File: config.mk
export PLATFORM = sky130hd
export DESIGN_NAME = uart_tx_fifo
export DESIGN_NICKNAME = d
export VERILOG_FILES = /design/src/rtl/uart_tx_fifo.sv
export SDC_FILE = /design/constraint.sdc
export NUM_CORES = 1
export LEC_CHECK = 0
export BUFFER_PORTS_ARGS = -buffer_cell sky130_fd_sc_hd__buf_4
export CAP_MARGIN = 20
export CORE_MARGIN = 2
export CORE_UTILIZATION = 55
export DETAILED_ROUTE_END_ITERATION = 12
export PLACE_DENSITY = 0.73
export SKIP_LAST_GASP = 1
export SLEW_MARGIN = 10
export SYNTH_ARGS = -nofsm -noshare
export SYNTH_HDL_FRONTEND = slang
export SYNTH_SLANG_ARGS = --single-unit
File: constraint.sdc
create_clock -name clk -period 4.2 [get_ports clk]
set_input_delay 0.42 -clock clk [delete_from_list [all_inputs] [get_ports clk]]
set_output_delay 0.42 -clock clk [all_outputs]
set_load 0.01 [all_outputs]
File: src/rtl/uart_tx_fifo.sv
// Byte FIFO between a CPU write port and a UART transmitter.
// A small FSM pops one byte at a time and handshakes it out with tx_start/tx_busy.
module uart_tx_fifo #(
    parameter int unsigned DEPTH = 16,
    parameter int unsigned AW    = 4
) (
    input  logic          clk,
    input  logic          rst_n,
    input  logic [7:0]    wr_data,
    input  logic          wr_strobe,
    output logic          full,
    output logic          empty,
    output logic [AW:0]   count,
    output logic          overflow,
    output logic [7:0]    tx_data,
    output logic          tx_start,
    input  logic          tx_busy
);

    localparam int unsigned CW        = AW + 1;
    localparam int unsigned TW        = 2;
    localparam int unsigned TMO_LIMIT = 4;

    typedef enum logic [1:0] {
        IDLE,
        START,
        WAIT_BUSY,
        WAIT_DONE
    } state_t;

    state_t         state_q;
    state_t         state_d;
    logic [TW-1:0]  tmo_q;
    logic [TW-1:0]  tmo_d;
    logic [7:0]     mem [DEPTH];
    logic [AW-1:0]  wr_ptr;
    logic [AW-1:0]  rd_ptr;
    logic [CW-1:0]  count_d;
    logic           push_c;
    logic           pop_c;

    // Full is the registered flag, so a same-cycle pop never frees a slot for the push.
    always_comb begin
        push_c = wr_strobe && !full;
    end

    always_comb begin
        count_d = count;
        if (push_c && !pop_c) begin
            count_d = count + CW'(1);
        end else if (!push_c && pop_c) begin
            count_d = count - CW'(1);
        end
    end

    always_ff @(posedge clk) begin
        if (!rst_n) begin
            state_q <= IDLE;
            tmo_q   <= '0;
        end else begin
            state_q <= state_d;
            tmo_q   <= tmo_d;
        end
    end

    // Next-state logic; a silent transmitter is given up on after TMO_LIMIT cycles.
    always_comb begin
        state_d = state_q;
        tmo_d   = tmo_q;
        pop_c   = 1'b0;
        case (state_q)
            IDLE: begin
                if (!empty && !tx_busy) begin
                    pop_c   = 1'b1;
                    state_d = START;
                end
            end
            START: begin
                tmo_d   = '0;
                state_d = WAIT_BUSY;
            end
            WAIT_BUSY: begin
                if (tx_busy) begin
                    state_d = WAIT_DONE;
                end else if (tmo_q == TW'(TMO_LIMIT - 1)) begin
                    state_d = IDLE;
                end else begin
                    tmo_d = tmo_q + TW'(1);
                end
            end
            WAIT_DONE: begin
                if (!tx_busy) begin
                    state_d = IDLE;
                end
            end
            default: state_d = IDLE;
        endcase
    end

    always_ff @(posedge clk) begin
        if (rst_n && push_c) begin
            mem[wr_ptr] <= wr_data;
        end
    end

    always_ff @(posedge clk) begin
        if (!rst_n) begin
            wr_ptr   <= '0;
            rd_ptr   <= '0;
            count    <= '0;
            full     <= 1'b0;
            empty    <= 1'b1;
            overflow <= 1'b0;
            tx_data  <= 8'h00;
            tx_start <= 1'b0;
        end else begin
            if (push_c) begin
                wr_ptr <= wr_ptr + AW'(1);
            end
            if (pop_c) begin
                rd_ptr  <= rd_ptr + AW'(1);
                tx_data <= mem[rd_ptr];
            end
            if (wr_strobe && full) begin
                overflow <= 1'b1;
            end
            count    <= count_d;
            full     <= (count_d == CW'(DEPTH));
            empty    <= (count_d == '0);
            tx_start <= (state_d == START);
        end
    end

endmodule

==> results of run 1 <==
-- sequential cells by signal, indices dropped and copies added, names as in the netlist --
signal / cells
count: 5
empty: 1
full: 1
mem: 128
overflow: 1
rd_ptr: 4
state_q: 2
tmo_q: 2
tx_data: 8
tx_start: 1
wr_ptr: 4
-- metal layers --
| layer | GRT usage, % | part of all wire [%] | vias to the layer above |
|---|---|---|---|
| li1 | - | - | 1495 |
| met1 | 28.6 | 42 | 1696 |
| met2 | 33.1 | 51 | 119 |
| met3 | 5.16 | 6.3 | 16 |
| met4 | 7.75 | 1.3 | 0 |
| met5 | 0 | 0 | - |
-- cells in the mapped netlist, types with 3 or more instances --
cell      number
and2_1         3
edfxtp_1     128
nand3_1        5
nand2_1       13
buf_2          6
mux4_2        32
xnor2_1        4
dfxtp_1       29
ha_1           8
nand2b_1       3
inv_1          6
a21oi_1       23
xor2_1         4
a22oi_1       16
clkbuf_1      10
nor2_1        39
-- worst min-delay path by stage --
| stage | depth (start not counted) | to | startpoint | slack [ns] |
|---|---|---|---|---|
| after floorplan | 2 | wr_ptr[1] | wr_ptr[1] | 0.48 |
| after global placement | 2 | tx_data[6] | tx_data[6] | 0.49 |
| after detailed placement | 2 | overflow | overflow | 0.48 |
| after CTS | 2 | empty | rst_n | 0.23 |
| after global routing | 2 | empty | rst_n | 0.24 |
| final | 2 | empty | rst_n | 0.24 |
-- power by group through the flow --
stage	Clock, mW	Sequential (mW)	Combinational, mW
final	1.45	1.82	0.430
after global routing	1.54	1.83	0.468
after CTS	1.47	1.82	0.431
after detailed placement	0	1.85	0.427
after global placement	0	1.85	0.417
after floorplan	0	1.81	0.326
-- final cells by class --
type                            instances  area (µm²)  area share (%)
Clock inverter                          8        50.0           0.703
Multi-Input combinational cell        183        1700            23.9
Tap cell                              140         175            2.46
Clock buffer                           24         526            7.38
Inverter                                6        22.5           0.316
Timing Repair Buffer                   30         225            3.16
Sequential cell                       157        4430            62.1
-- critical path, cell delays in order, from the launching register on --
cell and delay [ns]:
dfxtp_2 0.95, buf_4 0.38, mux4_2 0.53, a22oi_1 0.25, a21oi_1 0.11, a21oi_1 0.16
nor2_1 0.07
-- logic make-up (layout without fill, tap and decap cells) --
logic type | after synthesis | count (layout) | share of synthesized area [%]
AO/OA/AOI/OAI | 52 | 52 | 5.62
XOR/XNOR | 9 | 9 | 1.39
adder cells (fa/ha/maj) | 8 | 8 | 1.61
buffers and inverters | 25 | 68 | 1.75
flip-flops | 157 | 157 | 71.0
multiplexers | 33 | 33 | 11.7
AND/OR/NAND/NOR | 81 | 81 | 6.91
-- metrics by stage --
stage               cell area [µm²]  hold WS [ns]  cells  total power, mW
floorplan                      6230         0.482    365             2.14
global placement               6550         0.485    516             2.26
detailed placement             6550         0.484    516             2.28
CTS                            7120         0.229    548             3.72
global route                   7120         0.236    548             3.84
finish                         7120         0.243    548             3.70
==> impl_metrics.toml, run 1 <==
[routing]
via_per_inst = 6.07
antenna_left = 0
wl_um = 12100
drt_first_pass_iters = 5
wl_per_cell_um = 22.1
drt_iter0_drc = 287
vias = 3326
drc = 0

[worst_setup_path]
crit_end = "tx_data[2]"
r2r_slack_ns = 1.59
worstSetupStartpointType = "register"
required_ns = 4.46
cp-end-kind = "register"
startpoint = "rd_ptr[0]"
timing.rr.start = "rd_ptr[0]"
reg2reg_depth = 6
criticalPathCategory = "register to register"
worst-path-max-fanout = 26
timing.rr.end = "tx_data[2]"
cp.arrival_ns = 2.87

[yosys]
netlist_area_um2 = 6230
synth_edf_count = 128
synth-seq-cells = 157
async_reset_ff_share_pct = 0
synth.avg_cell_area_um2 = 17.1
synth_top_area_share_pct = 61.7
synthTopCellsByArea = "edfxtp_1, mux4_2, dfxtp_1"
yosysWarnings = 0
ys_types = 43
synth_top_cell_by_area = "edfxtp_1"
synth-seq-area-share_pct = 71.0
synthFlopType = "edfxtp_1"
syn_nets = 385
synthCells = 365

[final_layout]
num-nets-final = 415
final_util_pct = 65.1
drive_gt1_share_pct = 25.0
antenna_cells = 0
fillCellCount = 764
syn_to_final_growth_pct = 14.3
final_cell_mix = "edfxtp_1, nor2_1, mux4_2"
final_common_cell = "edfxtp_1"

[floorplan]
die_x_um = 110
die_h_um = 110
rows = 38
core-area_um2 = 10900
dieArea_um2 = 12200
io_pins = 29
start_util_pct = 57.0

[placed_design]
hpwl_um = 7820
port_buffers = 28
place_ws_ns = 1.57
gp_congestion = 0.806

[grt]
grt_usage_pct = 20.9
grt_pass1_vias = 3350
grt_max_degree = 36
grt_pass1_wl_um = 19200
grt_remaining_overflow = 0
grt_antenna_before_repair = 0

[cts]
cts_max_path_buffers = 2
hold_buffers = 0
numCtsBuffers = 17
root_buffer = "clkbuf_16"
cts_tree = "yes"
clock-sinks = 157
post_cts_buffers = 0
insertion_delay_ns = 0.41
cts_resized = 0
htree_levels = 4
clk_pin_slew_ns = 0.06

[timing]
layout_min_cycle_time_ns = 2.61
drv_slew = 0
worst_pin_slew_ns = 0.949
report.final.hold_viol_count = 0
slew_headroom_pct = 36.7
layout_setup_ws_ns = 1.59
setup_viol = 0
fin_worst_skew_ns = 0.00953
fmax_ghz = 0.384
tns_ns = 0
rsz0062_at_grt = "no"
min_period_over_period_pct = 62.0

[power]
p_int_mw = 2.82
p_comb_share_pct = 11.6
ir_worst_vdd_mv = 0.325
netSwitchingPower_mw = 0.875
p_sw_share_pct = 23.7
p_clk_share_pct = 39.3
p_per_area_nw_per_um2 = 519
p_seq_share_pct = 49.1
p_leak_nw = 2.35

[outcome]
status = "finished clean"

[run]
maxCapViolCount = 0

[worst_hold_path]
hold_class = "input port to register"
Note: power is estimated with default switching activity, not from simulation.
==> run 2: changes to the inputs <==
==> constraint.sdc (replaced) <==
create_clock -name clk -period 2.4 [get_ports clk]
set_input_delay 0.24 -clock clk [delete_from_list [all_inputs] [get_ports clk]]
set_output_delay 0.24 -clock clk [all_outputs]
set_load 0.01 [all_outputs]
==> impl_metrics.toml, run 2 (synthesis gave the netlist of run 1 again) <==
[timing]
drv_slew = 0
layout_min_cycle_time_ns = 2.09
setup_viol = 0
fin_worst_skew_ns = 0.0142
slew_headroom_pct = 54.8
min_period_over_period_pct = 87.0
report.final.hold_viol_count = 0
tns_ns = 0
rsz0062_at_grt = "no"
worst_pin_slew_ns = 0.677
fmax_ghz = 0.479

[power]
p_leak_nw = 2.48
ir_worst_vdd_mv = 0.654
p_per_area_nw_per_um2 = 926

[grt]
grt_usage_pct = 21.6
grt_pass1_wl_um = 19700
grt_pass1_vias = 3461
grt_max_degree = 36
grt_remaining_overflow = 0
grt_antenna_before_repair = 0

[worst_setup_path]
worst-path-max-fanout = 11
criticalPathCategory = "register to register"
reg2reg_depth = 5
required_ns = 2.73
crit_chain = "or4_1 -> nor4b_4 -> a41oi_1 -> xnor2_1 -> nor4b_2"
slowest_delay_ns = 0.76
cp-end-kind = "register"
cp.arrival_ns = 2.42
worstSetupStartpointType = "register"
slowest_stage = "or4_1"
cp.buffers_inverters = 0
crit_family = "simple AND/OR/NAND/NOR gates"
cp.depth = 5

[floorplan]
die_x_um = 110
io_pins = 29
core-area_um2 = 10900
die_h_um = 110
dieArea_um2 = 12200
start_util_pct = 57.0
rows = 38

[routing]
vias = 3326
antenna_left = 0
drt_first_pass_iters = 4
wl_um = 12100
drc = 0
via_per_inst = 5.85
wl_per_cell_um = 21.3
drt_iter0_drc = 336

[final_layout]
top_regs = "mem: 128 flops, tx_data: 8 flops, count: 5 flops"
drive_gt1_share_pct = 29.4
final_cell_mix = "edfxtp_1, buf_4, nor2_1"
antenna_cells = 0
register_area_um2 = 4430
largest_reg_flops = 128
final_common_cell = "edfxtp_1"
multi_input_area_um2 = 1700
num-nets-final = 436
final_area_um2 = 7370
fillCellCount = 759
regMostFlops = "mem"
syn_to_final_growth_pct = 18.3

[placed_design]
hpwl_um = 8060
gp_congestion = 0.753
placed_area_um2 = 6730
port_buffers = 28

[cts]
hold_buffers = 0
root_buffer = "clkbuf_16"
clock-sinks = 157
cts_tree = "yes"
post_cts_buffers = 0
htree_levels = 4
numCtsBuffers = 17
insertion_delay_ns = 0.43
cts_max_path_buffers = 2
clk_pin_slew_ns = 0.06
cts_resized = 0

[worst_hold_path]
hold_class = "input port to register"
hold_depth = 3

[run]
maxCapViolCount = 0

[outcome]
status = "finished clean"
[run 2: changes by cell type in the layout (fill, tap and decap cells not counted)]
cell,previous run,this run
clkinvlp_4,0,2
clkinv_4,1,3
clkinv_2,4,0
inv_4,2,0
buf_12,0,2
buf_4,30,49
clkbuf_1,3,0
inv_6,1,5
clkbuf_16,20,17
bufinv_16,0,4
[run 2: cell type report]
class | instances | area share [%]
Multi-Input combinational cell | 183 | 23.0
Clock inverter | 14 | 2.78
Inverter | 6 | 0.305
Tap cell | 140 | 2.38
Clock buffer | 18 | 5.96
Sequential cell | 157 | 60.0
Timing Repair Buffer | 51 | 5.53
[run 2: final timing paths]
path,from,endpoint,slack [ns]
worst min register to register,overflow,overflow,0.48
worst min-delay path,wr_strobe,overflow,0.07
worst max register to register,state_q[1],full,0.31
worst max-delay path,state_q[1],full,0.31
[run 2: per-layer routing]
layer  routed length, µm  GRT usage, %  vias to the layer above
met3                 679          5.10                        9
li1                    -             -                     1534
met2                6160          34.4                      101
met4                 123          8.58                        0
met1                5160          29.2                     1682
met5                   0             0                        -
[run 2: worst reg2reg max path: cells and delay by family (launching register included)]
family,cells,cell delay [ns]
xor gates and xnor gates,1,0.20
AOI/OAI and AO/OA,1,0.09
and+or+nand+nor,3,1.30
DFF,1,0.41
[run 2: where the power goes]
part	internal [mW]	switching [mW]	total, mW
clock network	1.79	1.07	2.86
registers	3.03	0.110	3.14
logic	0.416	0.422	0.838
total	5.23	1.60	6.83
[run 2: through the flow]
step	setup WS (ns)	utilization, %	hold slack, ns	total power, mW	cells
detailed placement	0.366	61.5	0.461	4.03	537
global route	0.195	67.4	0.0662	7.10	569
CTS	0.316	67.4	0.0470	6.90	569
floorplan	0.531	-	0.339	3.74	365
global placement	0.421	61.5	0.455	4.00	537
finish	0.311	67.4	0.0715	6.83	569
==> run 3: changes to the inputs <==
--- a/config.mk
+++ b/config.mk
@@ -10,7 +10,7 @@
 export CORE_MARGIN = 2
 export CORE_UTILIZATION = 55
 export DETAILED_ROUTE_END_ITERATION = 12
-export PLACE_DENSITY = 0.73
+export PLACE_DENSITY_LB_ADDON = 0.12
 export SKIP_LAST_GASP = 1
 export SLEW_MARGIN = 10
 export SYNTH_ARGS = -nofsm -noshare
==> impl_metrics.toml, run 3 (synthesis gave the netlist of run 1 again) <==
[cts]
hold_buffers = 0
insertion_delay_ns = 0.42
cts_tree = "yes"
htree_levels = 4
numCtsBuffers = 17
root_buffer = "clkbuf_16"
clock-sinks = 157
clk_pin_slew_ns = 0.06
cts_resized = 0
post_cts_buffers = 0
cts_max_path_buffers = 2

[routing]
drt_iter0_drc = 382
drt_first_pass_iters = 5
wl_um = 12300
drc = 0
vias = 3365
via_per_inst = 5.88
wl_per_cell_um = 21.4
antenna_left = 0

[final_layout]
fillCellCount = 781
final_cell_mix = "edfxtp_1, buf_4, nor2_1"
drive_gt1_share_pct = 28.9
top_regs = "mem: 128 flops, tx_data: 8 flops, count: 5 flops"
antenna_cells = 0
regMostFlops = "mem"
final_common_cell = "edfxtp_1"
syn_to_final_growth_pct = 17.4
num-nets-final = 439
largest_reg_flops = 128

[floorplan]
rows = 38
start_util_pct = 57.0
dieArea_um2 = 12200
die_h_um = 110
die_x_um = 110
io_pins = 29
core-area_um2 = 10900

[power]
p_leak_nw = 2.47
p_total_mw = 6.45
ir_worst_vdd_mv = 0.671
p_per_area_nw_per_um2 = 882

[grt]
grt_remaining_overflow = 0
grt_max_degree = 36
grt_antenna_before_repair = 0
grt_usage_pct = 21.7
grt_pass1_wl_um = 19500
grt_pass1_vias = 3468

[worst_setup_path]
worst-path-max-fanout = 8
cp-end-kind = "register"
required_ns = 2.73
criticalPathCategory = "register to register"
worstSetupStartpointType = "register"
cp.arrival_ns = 2.39

[placed_design]
hpwl_um = 8000
gp_congestion = 0.802
port_buffers = 28

[timing]
report.final.hold_viol_count = 0
setup_viol = 0
fin_worst_skew_ns = 0.00483
layout_min_cycle_time_ns = 2.07
fmax_ghz = 0.484
min_period_over_period_pct = 86.1
drv_slew = 0
tns_ns = 0
slew_headroom_pct = 55.3
rsz0062_at_grt = "no"
worst_pin_slew_ns = 0.669

[run]
maxCapViolCount = 0

[worst_hold_path]
hold_class = "input port to register"

[outcome]
status = "finished clean"
## run 3: changes by cell type in the layout (fill, tap and decap cells not counted), sizes merged
cell	previous run	this run
bufinv	4	1
clkinvlp	2	1
buf	51	54
clkbuf	18	24
clkinv	3	6
inv	11	6
## run 3: worst paths after layout
kind	from	to	slack (ns)	cells past startpoint
worst min-delay path	wr_strobe	overflow	0.07	3
worst max register to register	state_q[0]	full	0.33	5
worst min register to register	overflow	overflow	0.48	2
worst max-delay path	state_q[0]	full	0.33	5
## run 3: worst max-delay path, cell delays in order (launching register included)
cell and delay [ns]:
dfxtp_1 0.39, or4_1 0.76, nor4_4 0.30, a41oi_2 0.08, xnor2_2 0.22, nor4b_2 0.23
## run 3: stage by stage
| stage | instance area (µm²) | instances | setup slack, ns | utilization, % | hold WS, ns |
|---|---|---|---|---|---|
| 2_1_floorplan | 6230 | 365 | 0.531 | - | 0.339 |
| 3_3_place_gp | 6770 | 540 | 0.435 | 61.9 | 0.453 |
| 3_5_place_dp | 6770 | 540 | 0.362 | 61.9 | 0.465 |
| 4_1_cts | 7310 | 572 | 0.358 | 66.9 | 0.0496 |
| 5_1_grt | 7310 | 572 | 0.236 | 66.9 | 0.0739 |
| 6_report | 7310 | 572 | 0.334 | 66.9 | 0.0653 |
## run 3: routing by layer
metal	GRT usage, %	part of all wire [%]
met5	0	0
met4	8.17	1.5
met3	6.20	6.9
met2	33.9	49
met1	29.3	43
## run 3: where the power goes
group          internal, mW  switching (mW)  leakage (nW)  total, mW
Combinational         0.423           0.427         0.804      0.850
Clock                  1.50           0.983         0.274       2.48
Sequential             3.03          0.0949          1.39       3.12
## run 3: layout make-up
cell class,count,area [µm²],area share (%)
multi-input cells,183,1700,23.2
clock buffers,24,482,6.59
repair buffers,54,443,6.06
inverters,6,22.5,0.308
clock inverters,8,67.6,0.924
well taps,140,175,2.39
flip-flops and latches,157,4430,60.5
